$ cat src/rtl/usbh_nes_pkg.sv
// Shared constants for the NES joypad emulation behind the USB HID decoder.
package usbh_nes_pkg;

  // Bit positions in the decoder button vector {reset,R,L,D,U,start,select,B,A}
  localparam int c_btn_a      = 0;
  localparam int c_btn_b      = 1;
  localparam int c_btn_select = 2;
  localparam int c_btn_start  = 3;
  localparam int c_btn_up     = 4;
  localparam int c_btn_down   = 5;
  localparam int c_btn_left   = 6;
  localparam int c_btn_right  = 7;
  localparam int c_btn_rst    = 8;

  // Number of buttons shifted out to the CPU per strobe
  localparam int c_nes_bits   = 8;

endpackage

$ cat src/rtl/usbh_nes_reset_hold.sv
// Long-press detector: o_reset rises once i_level has been high for c_cycles
// consecutive cycles and stays up until i_level drops.
module usbh_nes_reset_hold #(
  parameter int c_cycles = 3000000
) (
  input  logic i_clk,
  input  logic i_rst_n,
  input  logic i_level,
  output logic o_reset
);

  localparam int            CW     = (c_cycles < 1) ? 1 : $clog2(c_cycles + 1);
  localparam logic [CW-1:0] c_term = CW'(c_cycles);

  logic [CW-1:0] cnt_q, cnt_d;
  logic          reset_q, reset_d;

  // Saturating hold count; any release drops it back to zero.
  // With c_cycles=0 the terminal value is already reached, so o_reset is the
  // level delayed by one cycle.
  always_comb begin
    cnt_d   = '0;
    reset_d = 1'b0;
    if (i_level) begin
      cnt_d   = (cnt_q == c_term) ? c_term : cnt_q + CW'(1);
      reset_d = (cnt_d == c_term);
    end
  end

  // Counter and registered reset request
  always_ff @(posedge i_clk or negedge i_rst_n) begin
    if (!i_rst_n) begin
      cnt_q   <= '0;
      reset_q <= 1'b0;
    end else begin
      cnt_q   <= cnt_d;
      reset_q <= reset_d;
    end
  end

  assign o_reset = reset_q;

endmodule

$ cat src/rtl/usbh_nes_joypad.sv
// NES controller port emulation: synchronizes decoder button state, filters
// impossible direction pairs, and serves it through the $4016 strobe/read
// shift protocol. Holding the reset button long enough requests a console reset.
module usbh_nes_joypad #(
  parameter int c_clk_hz         = 6000000,
  parameter int c_reset_hold_ms  = 500,
  parameter int c_block_opposite = 1
) (
  input  logic       i_clk,
  input  logic       i_rst_n,
  input  logic [8:0] i_btn,
  input  logic       i_strobe,
  input  logic       i_read,
  output logic       o_data,
  output logic [3:0] o_bitcnt,
  output logic       o_reset
);

  import usbh_nes_pkg::*;

  localparam int         c_hold_cycles = c_clk_hz / 1000 * c_reset_hold_ms;
  localparam logic [3:0] c_cnt_max     = 4'(c_nes_bits);

  logic [8:0]            sync1_q, sync2_q, btn_f_q, btn_filt;
  logic [c_nes_bits-1:0] sr_q;
  logic [3:0]            cnt_q;

  // Two-flop synchronizer, then the filtered button register
  always_ff @(posedge i_clk or negedge i_rst_n) begin
    if (!i_rst_n) begin
      sync1_q <= '0;
      sync2_q <= '0;
      btn_f_q <= '0;
    end else begin
      sync1_q <= i_btn;
      sync2_q <= sync1_q;
      btn_f_q <= btn_filt;
    end
  end

  // Drop opposing direction pairs; a full four-way press is passed as-is
  // since it is more likely a deliberate combo than a rocking d-pad.
  always_comb begin
    btn_filt = sync2_q;
    if (c_block_opposite != 0 && !(&sync2_q[c_btn_right:c_btn_up])) begin
      if (sync2_q[c_btn_up] && sync2_q[c_btn_down]) begin
        btn_filt[c_btn_up]   = 1'b0;
        btn_filt[c_btn_down] = 1'b0;
      end
      if (sync2_q[c_btn_left] && sync2_q[c_btn_right]) begin
        btn_filt[c_btn_left]  = 1'b0;
        btn_filt[c_btn_right] = 1'b0;
      end
    end
  end

  // Strobe loads continuously (and wins over a read); reads shift in ones
  // so that reads past the eighth return 1 like original hardware.
  always_ff @(posedge i_clk or negedge i_rst_n) begin
    if (!i_rst_n) begin
      sr_q  <= '0;
      cnt_q <= '0;
    end else if (i_strobe) begin
      sr_q  <= btn_f_q[c_nes_bits-1:0];
      cnt_q <= '0;
    end else if (i_read) begin
      sr_q  <= {1'b1, sr_q[c_nes_bits-1:1]};
      cnt_q <= (cnt_q == c_cnt_max) ? c_cnt_max : cnt_q + 4'd1;
    end
  end

  assign o_data   = sr_q[0];
  assign o_bitcnt = cnt_q;

  usbh_nes_reset_hold #(
    .c_cycles (c_hold_cycles)
  ) u_reset_hold (
    .i_clk   (i_clk),
    .i_rst_n (i_rst_n),
    .i_level (btn_f_q[c_btn_rst]),
    .o_reset (o_reset)
  );

endmodule

$ cat config.mk
export PLATFORM = sky130hd
export DESIGN_NAME = usbh_nes_joypad
export DESIGN_NICKNAME = d
export VERILOG_FILES = /design/src/rtl/usbh_nes_pkg.sv /design/src/rtl/usbh_nes_reset_hold.sv /design/src/rtl/usbh_nes_joypad.sv
export SDC_FILE = /design/constraint.sdc
export NUM_CORES = 1
export LEC_CHECK = 0
export ABC_CLOCK_PERIOD_IN_PS = 2280
export CAP_MARGIN = 20
export CORE_MARGIN = 1
export CORE_UTILIZATION = 60
export CTS_BUF_LIST = sky130_fd_sc_hd__clkbuf_8
export DETAILED_ROUTE_END_ITERATION = 6
export HOLD_SLACK_MARGIN = 0.08
export PLACE_DENSITY = 0.8
export SLEW_MARGIN = 20
export SYNTH_ARGS = -nofsm -noshare
export SYNTH_HDL_FRONTEND = slang
export SYNTH_SLANG_ARGS = --single-unit
$ cat constraint.sdc
create_clock -name i_clk -period 2.28 [get_ports i_clk]
set_input_delay 0.228 -clock i_clk [delete_from_list [all_inputs] [get_ports i_clk]]
set_output_delay 0.228 -clock i_clk [all_outputs]
set_load 0.02 [all_outputs]
# After elaboration in Yosys (flattened, before gate mapping)
# Index checks and enable logic that the tools add are counted.
[totals]
reg_bits = 62
latch_bits = 0
mem_bits_rw = 0
romBits = 0
inputBits = 13
out_inout_bits = 6
wordCells = 27
memories = 0
[classes]
n_addsub = 2
multipliers = 0
div = 0
n_lt_le_gt_ge = 0
eq_ne = 3
shift = 0
mux = 11
bitwise = 0
reduce_logical = 4
[op_table]
columns = ["op", "n"]
rows = [
  ["== test 22 bit, second input constant", 2],
  ["two-way mux 22 bit", 2],
  ["adder 22 x 1 -> 22 bit, second input constant", 1],
  ["two-way mux 4 bit", 4],
  ["two-way mux 8 bit", 2],
  ["adder 4 x 1 -> 4 bit, second input constant", 1],
  ["== test 4 bit, second input constant", 1],
  ["two-way mux 2 bit", 2],
  ["AND reduction 4 bit", 1],
  ["logical AND 1 bit", 2],
  ["nonzero test 2 bit", 1],
  ["two-way mux 1 bit", 1],
]

# Depth between registers and ports, before layout
# Gate-level depths: netlist of the first run.
[depth]
ltp_word = 4
mapped_depth = 8
ltp_nobuf = 7

# Modules after synthesis
# Synthesis of the first run repeated with hierarchy kept, for this count alone.
[hier_totals]
cells_unflattened = 227
hier_area_um2 = 2685.1
[modules_own_cells]
columns = ["mod", "instances", "cells_per_inst", "area_each_um2", "seq_area_each_um2"]
rows = [
  ["usbh_nes_reset_hold", 1, 138, 1363.8, 575.6],
  ["usbh_nes_joypad", 1, 89, 1321.3, 975.9],
]

# Least setup slack after synthesis of the first run
# No wires, ideal clock.
[synth_path]
path_kind = "reg-to-reg"
from = "register u_reset_hold.cnt_q[0]"
to = "register u_reset_hold.reset_q (netlist: u_reset_hold.o_reset)"
setup_time_ns = 0.067
arrival_time_ns = 1.843
required_time_ns = 2.213
slack_ns = 0.370
path_stages_with_launch = 9
n_path_buf = 1
period_less_slack_ns = 1.910
path_cell_list = "dfrtp_1 > ha_1 > clkbuf_1 > nand3_1 > nor3_1 > xnor2_1 > nand4b_4 > nor4b_2 > o2111a_1"
[synth_via]
elab_chain_len = 4
elab_cells_between_ends = 5
cone_classes = "1 x add/sub; 2 x eq/ne; 2 x mux"
[synth_lines]
columns = ["element", "line", "source"]
rows = [
  ["start, declared", "usbh_nes_reset_hold.sv:15", "logic [CW-1:0] cnt_q, cnt_d;"],
  ["start signal, assigned", "usbh_nes_reset_hold.sv:36", "cnt_q <= cnt_d;"],
  ["adder 22 x 1 -> 22 bit / == test 22 bit (equally long branches)", "usbh_nes_reset_hold.sv:25", "cnt_d = (cnt_q == c_term) ? c_term : cnt_q + CW'(1);"],
  ["two-way mux 22 bit (*)", "usbh_nes_reset_hold.sv:25", ""],
  ["== test 22 bit (*)", "usbh_nes_reset_hold.sv:26", "reset_d = (cnt_d == c_term);"],
  ["two-way mux 1 bit (*)", "usbh_nes_reset_hold.sv:24", "if (i_level) begin"],
  ["net u_reset_hold.reset_d", "usbh_nes_reset_hold.sv:16", "logic reset_q, reset_d;"],
  ["end signal, assigned", "usbh_nes_reset_hold.sv:37", "reset_q <= reset_d;"],
  ["end, declared", "usbh_nes_reset_hold.sv:16", ""],
]
# Mark *: on every way through the listed nets, which the timed path passes. The rest lies on a longest branch.
# A chain may end at the register's enable or synchronous reset.

# Worst setup path in the final report of the first run
# Ends and elaborated chain as after synthesis.

==> impl_metrics.yaml, run 1 <==
run_status:
  status: "completed"
critical_path:
  crit_path_end: "u_reset_hold.o_reset"
  crit_family: "simple AND/OR/NAND/NOR gates"
  worstSetupPathType: "reg -> reg"
  critPathCaptureType: "flop"
  path_depth: 7
  arrival_ns: 2.40
  worst-path-buf-inv: 0
  reg2reg_to: "u_reset_hold.o_reset"
  crit_fanout: 6
  r2r-start: "u_reset_hold.cnt_q[0]"
  cp.required_ns: 2.55
  worst-r2r-cell-count: 7
  critPathSlowestCell: "dfrtp_1"
  setup.worst_path.start: "u_reset_hold.cnt_q[0]"
  critical-path-max-stage-delay_ns: 0.44
  rrSetupSlack_ns: 0.15
  start_kind: "flop"
  path_cells: "ha_1 > nand3_1 > nor3_1 > xnor2_1 > nand4b_4 > nor4b_2 > o2111a_1"
floorplanning:
  dieArea_um2: 4860
  rows: 24
  floorplan.initialDensity_pct: 62.7
  die_w_um: 69.7
  die_h_um: 69.7
  pin_count: 19
  core_um2: 4380
flow_run:
  max-cap-violations: 0
clock_tree:
  clkLatencyLatePin_ns: 0.33
  htree_levels: 3
  path_clk_slew_ns: 0.06
  cts_made_buffers: 9
  cts_buffer_depth: 2
  cts_tree: "done"
  cts_root_buffer: "clkbuf_8"
  clock_sinks: 62
  cts_setup_buffers: 0
timing:
  max_freq_mhz: 470
  fin_tns_setup_ns: 0
  rsz0062_at_grt: "false"
  setup_viol: 0
  post-route-period-util_pct: 93.4
  hold_violations: 0
  worstMarginPinSlew_ns: 0.562
  fin_skew_ns: 0.00594
  slew_viol_final: 0
  period_needed_ns: 2.13
  max_slew_margin_pct: 62.4
synth:
  synth_top_area_share_pct: 56.4
  syn_avg_cell_area_um2: 11.7
  synth-seq-cells: 62
  yosysUniqueCellTypes: 43
  synth_area_leaders: "dfrtp_1 (56%), xnor2_1 (3.8%), mux2i_1 (2.9%), xor2_1 (2.9%), nand2_1 (2.6%)"
  synth-edff-count: 0
  synthCells: 235
  syn_nets: 253
  syn_area_um2: 2750
  seq_area_frac_synth_pct: 56.4
  async_flop_share_pct: 100
  synth_ff_type: "dfrtp_1"
  yosysWarnings: 0
  synth_top_cell_by_area: "dfrtp_1"
layout:
  fin_cells: 317
  syn2layout_area_growth_pct: 14.6
  final_area_um2: 3150
  antenna_cells: 0
  drive_above_1_share_pct: 12.5
  final_nets: 278
  post-route-util_pct: 71.9
routing:
  drtAntennaViolNets: 0
  dr.pass1.iters: 6
  routed-via-count: 1765
  drc_errors: 0
  viasPerCell: 5.57
  wirelength_um: 4460
  post_drt_wl_per_cell_um: 14.1
  dr.first_iter.drc_count: 209
grt:
  first_global_vias: 1732
  grt_pass1_wl_um: 8080
  grt_antenna_before_repair: 0
  grt_max_degree: 39
  overflow: 0
  gr-usage-all-layers_pct: 22.2
power:
  power.leakage_nw: 1.42
  ir_worst_vdd_mv: 0.624
  p_per_area_nw_per_um2: 662
  p_total_mw: 2.09
min_path:
  hold_class: "in -> reg"
  hold_start: "i_btn[2]"
placed_design:
  hpwl_um: 3130
  placedInstanceArea_um2: 2980
  gp_congestion: 0.943
  place_inst: 300
  port_buffers: 18
## per-layer routing
layer / routed length (um) / GRT usage [%] / share of wire [%]
met5: 0 / 0 / 0
met4: 142 / 15.1 / 3.2
met3: 278 / 6.25 / 6.2
met2: 1900 / 28.7 / 43
met1: 2140 / 32.5 / 48
## sequential cells by signal (all words and copies together), names as in the netlist
register              count
u_reset_hold.cnt_q       22
btn_f_q                   9
sync1_q                   9
sync2_q                   9
sr_q                      8
o_bitcnt                  4
u_reset_hold.o_reset      1
## final cells by class
type                       count  area (um2)
sequential                    62        1550
fill                         310        1230
multi-input combinational    155        1110
timing repair buffer          25         243
clock buffer                   9         124
tap                           52        65.1
clock inverter                 7        36.3
inverter                       7        26.3
## logic make-up after synthesis
kind of cell	after synthesis	share of synthesized area (%)
mux	11	4.55
simple gates	97	21.6
buf+inv	18	3.59
compound gates	21	4.87
flops	62	56.4
xor+xnor	21	6.69
fa+ha+maj	5	2.27
## cell usage after synthesis, types with 3 or more instances
library cell  count
nor4_1            4
a21boi_0          5
nor2b_1           8
mux2i_1           8
o21ai_0          10
nand3_1           9
clkbuf_1          5
xnor2_1          12
buf_4             3
nor3_1            6
nand4_1          10
dfrtp_1          62
and2_1            6
xor2_1            9
inv_1             7
nor2_1           16
ha_1              5
nand2_1          19
## per-stage QoR
stage	setup WS [ns]	hold slack (ns)
after CTS	0.115	0.311
after global routing	0.0418	0.315
after detailed placement	0.127	0.256
final	0.151	0.331
after floorplan	0.370	-0.0676
after global placement	0.222	0.247
## power breakdown
part           internal [mW]  total (mW)  switching [mW]
logic                 0.0635       0.136          0.0723
clock network          0.378       0.777           0.399
registers               1.15        1.17          0.0267
## what timing repair did
item,in CTS,in global routing
endpoints found under the setup margin,0,1
hold buffers,1,0
endpoints found under the hold margin,24,0
gates resized for setup,0,1
## how the worst min path moves through the flow
stage / end / depth (start not counted) / slack (ns)
floorplan: btn_f_q[0] / 0 / -0.07
global placement: u_reset_hold.cnt_q[11] / 1 / 0.25
detailed placement: u_reset_hold.cnt_q[9] / 1 / 0.26
CTS: sync1_q[7] / 1 / 0.31
global route: sync1_q[1] / 1 / 0.31
finish: sync1_q[2] / 1 / 0.33
## cells in the final DEF, fill, tap and decap left out, drive strengths merged
cell type and instances:
buf 7, mux2i 9, mux2 2, inv 11, xor2 9, nand2b 2
dfrtp 62, and4bb 1, nand3 10, nor2b 8, clkdlybuf4s50 17, a21boi 5
nand4 12, nor2 16, nor4b 2, a21oi 1, a22oi 1, nor3b 1
or2 1, and3 4, ha 5, and2 6, dlygate4sd3 1, o2111a 1
o21a 1, a21o 1, or2b 1, and4 2, nor4 5, o21ai 10
xnor2 12, nand4b 1, nand2 19, clkinvlp 1, clkinv 2, a211oi 1
clkbuf 9, nor3 6
Note: power is estimated with default switching activity, not from simulation.
==> inputs of run 2 (changes only) <==
--- a/config.mk
+++ b/config.mk
@@ -6,13 +6,12 @@
 export NUM_CORES = 1
 export LEC_CHECK = 0
 export ABC_CLOCK_PERIOD_IN_PS = 2280
-export CAP_MARGIN = 20
 export CORE_MARGIN = 1
-export CORE_UTILIZATION = 60
+export CORE_UTILIZATION = 47
 export CTS_BUF_LIST = sky130_fd_sc_hd__clkbuf_8
 export DETAILED_ROUTE_END_ITERATION = 6
 export HOLD_SLACK_MARGIN = 0.08
-export PLACE_DENSITY = 0.8
+export PLACE_DENSITY = 0.65
 export SLEW_MARGIN = 20
 export SYNTH_ARGS = -nofsm -noshare
 export SYNTH_HDL_FRONTEND = slang
==> run 2 against run 1 <==
Net effect: final area grew 2.3%; clock skew grew 0.0017 ns; critical path depth unchanged; register-to-register slack worse by 0.04 ns; sequential share of layout area decreased by 1.1 points; first-iteration DRC count shrank 42%; wire length rose by 5.8%; count of clock-buffer cells in the layout grew 1; worst hold slack got worse by 0.0037 ns; largest power group unchanged; highest routed layer unchanged.
==> impl_metrics.yaml, run 2 (synthesis gave the netlist of run 1 again) <==
run_status:
  status: "completed"
power:
  power_frac_clock_pct: 42.1
  seqPwrFrac_pct: 51.9
  netSwitchingFraction_pct: 23.0
  p_per_area_nw_per_um2: 702
  p_switching_mw: 0.521
  combPwrFrac_pct: 5.9
  p_total_mw: 2.26
  internal-power_mw: 1.74
  ir_worst_vdd_mv: 0.658
  power.leakage_nw: 1.44
min_path:
  min_to: "sync1_q[4]"
  hold_depth: 1
  hold_start: "i_btn[4]"
  hold_class: "in -> reg"
floorplanning:
  pin_count: 19
  dieArea_um2: 6160
  die_h_um: 78.5
  core_um2: 5570
  floorplan.initialDensity_pct: 49.3
  die_w_um: 78.5
  rows: 27
routing:
  routed-via-count: 1765
  dr.first_iter.drc_count: 121
  drtAntennaViolNets: 0
  drc_errors: 0
  post_drt_wl_per_cell_um: 14.0
  viasPerCell: 5.22
  dr.pass1.iters: 4
  wirelength_um: 4720
placed_design:
  place_ws_ns: 0.151
  placedInstanceArea_um2: 3010
  port_buffers: 18
  hpwl_um: 3150
  gp_congestion: 0.914
clock_tree:
  htree_levels: 3
  clkLatencyLatePin_ns: 0.34
  path_clk_slew_ns: 0.07
  cts_root_buffer: "clkbuf_8"
  cts_tree: "done"
  cts_made_buffers: 9
  cts_buffer_depth: 2
  cts_setup_buffers: 0
  clock_sinks: 62
timing:
  setup_ws_ns: 0.113
  period_needed_ns: 2.17
  max_freq_mhz: 461
  fin_tns_setup_ns: 0
  hold_violations: 0
  setup_viol: 0
  worstMarginPinSlew_ns: 0.567
  post-route-period-util_pct: 95.1
  max_slew_margin_pct: 62.1
  rsz0062_at_grt: "false"
  slew_viol_final: 0
  fin_skew_ns: 0.00766
layout:
  final_area_um2: 3220
  antenna_cells: 0
  largest_reg_flops: 22
  final_cell_mix: "dfrtp_1 (62), nand2_1 (19), clkdlybuf4s50_1 (17)"
  drive_above_1_share_pct: 13.9
  final_nets: 279
  largest-register: "u_reset_hold.cnt_q"
  nFillCells: 478
  syn2layout_area_growth_pct: 17.2
  layout_commonest_cell: "dfrtp_1"
grt:
  grt_antenna_before_repair: 0
  use_met2_pct: 25.4
  busiest_layer: "met2"
  grt_pass1_wl_um: 8060
  first_global_vias: 1685
  gr-usage-all-layers_pct: 17.8
  grt_use_met1_pct: 24.9
  overflow: 0
  grt_max_degree: 63
  grt_use_met3_pct: 3.84
critical_path:
  start_kind: "flop"
  critical-path-max-stage-delay_ns: 0.46
  rrSetupSlack_ns: 0.11
  cp.required_ns: 2.55
  reg2reg_to: "u_reset_hold.o_reset"
  critPathSlowestCell: "dfrtp_1"
  crit_fanout: 6
  path_cells: "ha_1 > nand3_1 > nor3_1 > xnor2_1 > nand4b_4 > nor4b_2 > o2111a_1"
  r2r-start: "u_reset_hold.cnt_q[0]"
  worst-r2r-cell-count: 7
  worstSetupPathType: "reg -> reg"
  critPathCaptureType: "flop"
  arrival_ns: 2.44
flow_run:
  max-cap-violations: 0
## run 2: cell count changes in the layout (fill, tap and decap cells not counted), sizes merged
cell,previous run,this run
inv,11,9
buf,7,8
bufinv,0,1
clkbuf,9,10
clkinv,2,3
clkinvlp,1,0
## run 2: worst max path at each step
stage / end / startpoint
after global placement: u_reset_hold.o_reset / u_reset_hold.cnt_q[0]
after CTS: u_reset_hold.o_reset / u_reset_hold.cnt_q[0]
after floorplan: u_reset_hold.o_reset / u_reset_hold.cnt_q[0]
after detailed placement: u_reset_hold.o_reset / u_reset_hold.cnt_q[0]
after global routing: u_reset_hold.o_reset / u_reset_hold.cnt_q[0]
final: u_reset_hold.o_reset / u_reset_hold.cnt_q[0]
## run 2: what timing repair did
action | 4_1_cts | 5_1_grt
endpoints found under the setup margin | 0 | 1
endpoints found under the hold margin | 62 | 0
gates resized for setup | 0 | 1
hold buffers | 1 | 0
## run 2: per-stage QoR
step / instances / util (%) / hold WS (ns)
finish: 338 / 57.8 / 0.327
global route: 338 / 57.8 / 0.310
CTS: 338 / 57.7 / 0.307
detailed placement: 321 / 54.0 / 0.262
global placement: 321 / 54.0 / 0.259
floorplan: 235 / - / -0.0676
## run 2: area by class of cell
type | instances | area [um2] | area share [%]
tap | 72 | 90.1 | 2.80
multi-input combinational | 155 | 1110 | 34.3
sequential | 62 | 1550 | 48.1
inverter | 7 | 26.3 | 0.815
clock buffer | 10 | 138 | 4.27
clock inverter | 6 | 61.3 | 1.90
timing repair buffer | 26 | 250 | 7.76
## run 2: power by group through the flow
stage / clock network, mW / registers (mW) / logic [mW]
floorplan: 0 / 1.19 / 0.0635
global placement: 0 / 1.19 / 0.134
detailed placement: 0 / 1.20 / 0.135
CTS: 0.985 / 1.17 / 0.137
global route: 1.03 / 1.18 / 0.153
finish: 0.953 / 1.18 / 0.134
## run 2: worst max-delay path, delay by kind of cell (launching register included)
family / cells / cell delay (ns)
flip-flops: 1 / 0.46
adder cells (fa/ha/maj): 1 / 0.34
AND/OR/NAND/NOR: 4 / 0.85
AO/OA/AOI/OAI: 1 / 0.22
XOR/XNOR: 1 / 0.22
## run 2: metal layers
metal | vias to the layer above | part of all wire (%)
met2 | 43 | 44
met4 | 0 | 2.2
met3 | 8 | 3.9
li1 | 857 | -
met1 | 857 | 49
met5 | - | 0
==> inputs of run 3 (changes only) <==
--- a/config.mk
+++ b/config.mk
@@ -7,12 +7,13 @@
 export LEC_CHECK = 0
 export ABC_CLOCK_PERIOD_IN_PS = 2280
 export CORE_MARGIN = 1
-export CORE_UTILIZATION = 47
+export CORE_UTILIZATION = 50
 export CTS_BUF_LIST = sky130_fd_sc_hd__clkbuf_8
 export DETAILED_ROUTE_END_ITERATION = 6
 export HOLD_SLACK_MARGIN = 0.08
-export PLACE_DENSITY = 0.65
+export PLACE_DENSITY = 0.68
 export SLEW_MARGIN = 20
 export SYNTH_ARGS = -nofsm -noshare
 export SYNTH_HDL_FRONTEND = slang
 export SYNTH_SLANG_ARGS = --single-unit
+export TNS_END_PERCENT = 10
==> run 3 against run 2 <==
Net effect: register-to-register slack better by 0.02 ns; flip-flop and latch count is the same; wire length increased by 2.6%; power down 6.3%; worst hold slack got worse by 0.011 ns; sequential power hardly changed; combinational power fell by 3%; final cell count unchanged; fmax is 0.77% higher; critical path depth did not move; critical endpoint unchanged; clock skew decreased by 0.0024 ns.
==> impl_metrics.yaml, run 3 (synthesis gave the netlist of run 1 again) <==
critical_path:
  worstSetupPathType: "reg -> reg"
  start_kind: "flop"
  critPathCaptureType: "flop"
  path_cells: "nand3_4 > nor4_1 > buf_4 > and3_1 > mux2_2 > o21ai_0 > o2111a_1"
  crit_fanout: 7
  arrival_ns: 2.43
  critPathSlowestCell: "dfrtp_1"
  critical-path-max-stage-delay_ns: 0.50
  cp.required_ns: 2.56
timing:
  rsz0062_at_grt: "false"
  period_needed_ns: 2.15
  hold_violations: 0
  fin_skew_ns: 0.00528
  max_slew_margin_pct: 51.0
  max_freq_mhz: 465
  fin_tns_setup_ns: 0
  post-route-period-util_pct: 94.3
  slew_viol_final: 0
  setup_viol: 0
  worstMarginPinSlew_ns: 0.736
grt:
  first_global_vias: 1751
  grt_antenna_before_repair: 0
  grt_max_degree: 63
  gr-usage-all-layers_pct: 19.5
  grt_pass1_wl_um: 8530
  overflow: 0
floorplanning:
  floorplan.initialDensity_pct: 52.8
  die_h_um: 76.2
  core_um2: 5200
  rows: 26
  dieArea_um2: 5800
  pin_count: 19
  die_w_um: 76.2
clock_tree:
  clkLatencyLatePin_ns: 0.34
  path_clk_slew_ns: 0.07
  clock_sinks: 62
  cts_setup_buffers: 0
  cts_root_buffer: "clkbuf_8"
  cts_buffer_depth: 2
  cts_tree: "done"
  cts_made_buffers: 9
  htree_levels: 3
power:
  power.leakage_nw: 1.42
  power_frac_clock_pct: 38.3
  seqPwrFrac_pct: 55.5
  p_per_area_nw_per_um2: 665
  netSwitchingFraction_pct: 24.9
  p_switching_mw: 0.527
  combPwrFrac_pct: 6.1
  internal-power_mw: 1.59
  ir_worst_vdd_mv: 0.708
routing:
  wirelength_um: 4840
  post_drt_wl_per_cell_um: 14.3
  viasPerCell: 5.16
  drtAntennaViolNets: 0
  dr.first_iter.drc_count: 126
  drc_errors: 0
  dr.pass1.iters: 4
  routed-via-count: 1743
placed_design:
  placedInstanceArea_um2: 3010
  port_buffers: 18
  gp_congestion: 0.969
  hpwl_um: 3360
layout:
  drive_above_1_share_pct: 15.3
  final_area_um2: 3190
  nFillCells: 429
  largest_reg_flops: 22
  final_cell_mix: "dfrtp_1 (59), nand2_1 (19), clkdlybuf4s50_1 (17)"
  final_nets: 281
  largest-register: "u_reset_hold.cnt_q"
  layout_commonest_cell: "dfrtp_1"
  syn2layout_area_growth_pct: 15.9
  antenna_cells: 0
run_status:
  status: "completed"
min_path:
  hold_class: "in -> reg"
flow_run:
  max-cap-violations: 0
## run 3: cell count changes in the layout (fill, tap and decap cells not counted), sizes merged
cell and change:
inv -1, bufinv -1, clkinv +1, clkbuf -1, buf +2, clkinvlp +2
## run 3: repair_timing
item	CTS	global route
hold endpoints to repair	62	0
hold buffers	1	0
resized for setup	0	3
setup endpoints to repair	0	1
## run 3: worst paths after layout
| kind | start | end | slack (ns) | cells past startpoint |
|---|---|---|---|---|
| min | i_btn[4] | sync1_q[4] | 0.32 | 1 |
| max | u_reset_hold.cnt_q[3] | u_reset_hold.o_reset | 0.13 | 7 |
| min reg2reg | sync2_q[0] | btn_f_q[0] | 0.35 | 0 |
| max in group asynchronous | i_rst_n | u_reset_hold.cnt_q[2] | 1.17 | 3 |
| max reg2reg | u_reset_hold.cnt_q[3] | u_reset_hold.o_reset | 0.13 | 7 |
| min in group asynchronous | i_rst_n | sync1_q[6] | 0.58 | 3 |
## run 3: worst max-delay path, delay by kind of cell, from the launching register on
| family | cells | cell delay, ns |
|---|---|---|
| DFF | 1 | 0.50 |
| muxes | 1 | 0.35 |
| buffers and inverters | 1 | 0.18 |
| AOI/OAI and AO/OA | 2 | 0.39 |
| and+or+nand+nor | 3 | 0.67 |
## run 3: stage by stage
| step | setup WS, ns | util (%) | total power [mW] | hold WS (ns) | instances |
|---|---|---|---|---|---|
| after global routing | 0.00118 | 61.3 | 2.22 | 0.309 | 338 |
| after CTS | 0.150 | 61.2 | 2.14 | 0.310 | 338 |
| after detailed placement | 0.161 | 57.8 | 1.33 | 0.335 | 321 |
| after global placement | 0.141 | 57.8 | 1.33 | 0.333 | 321 |
| after floorplan | 0.370 | - | 1.26 | -0.0676 | 235 |
| final | 0.129 | 61.3 | 2.12 | 0.316 | 338 |
## run 3: cell type report
type	count	area, um2	area share [%]
tap	70	87.6	2.75
multi-input combinational	155	1100	34.5
inverter	7	26.3	0.824
sequential	62	1560	48.8
clock inverter	7	42.5	1.33
clock buffer	9	124	3.89
timing repair buffer	28	253	7.93
## run 3: layer usage
layer	track usage [%]	vias up	part of all wire, %
li1	-	861	-
met1	28.1	823	49
met2	27.2	52	43
met3	5.51	7	6.4
met4	9.62	0	1.7
met5	0	-	0
## run 3: power groups by stage
stage | logic (mW) | registers (mW) | clock network, mW
after global placement | 0.133 | 1.19 | 0
after global routing | 0.149 | 1.18 | 0.884
final | 0.130 | 1.18 | 0.813
after detailed placement | 0.131 | 1.20 | 0
after floorplan | 0.0635 | 1.19 | 0
after CTS | 0.133 | 1.18 | 0.833
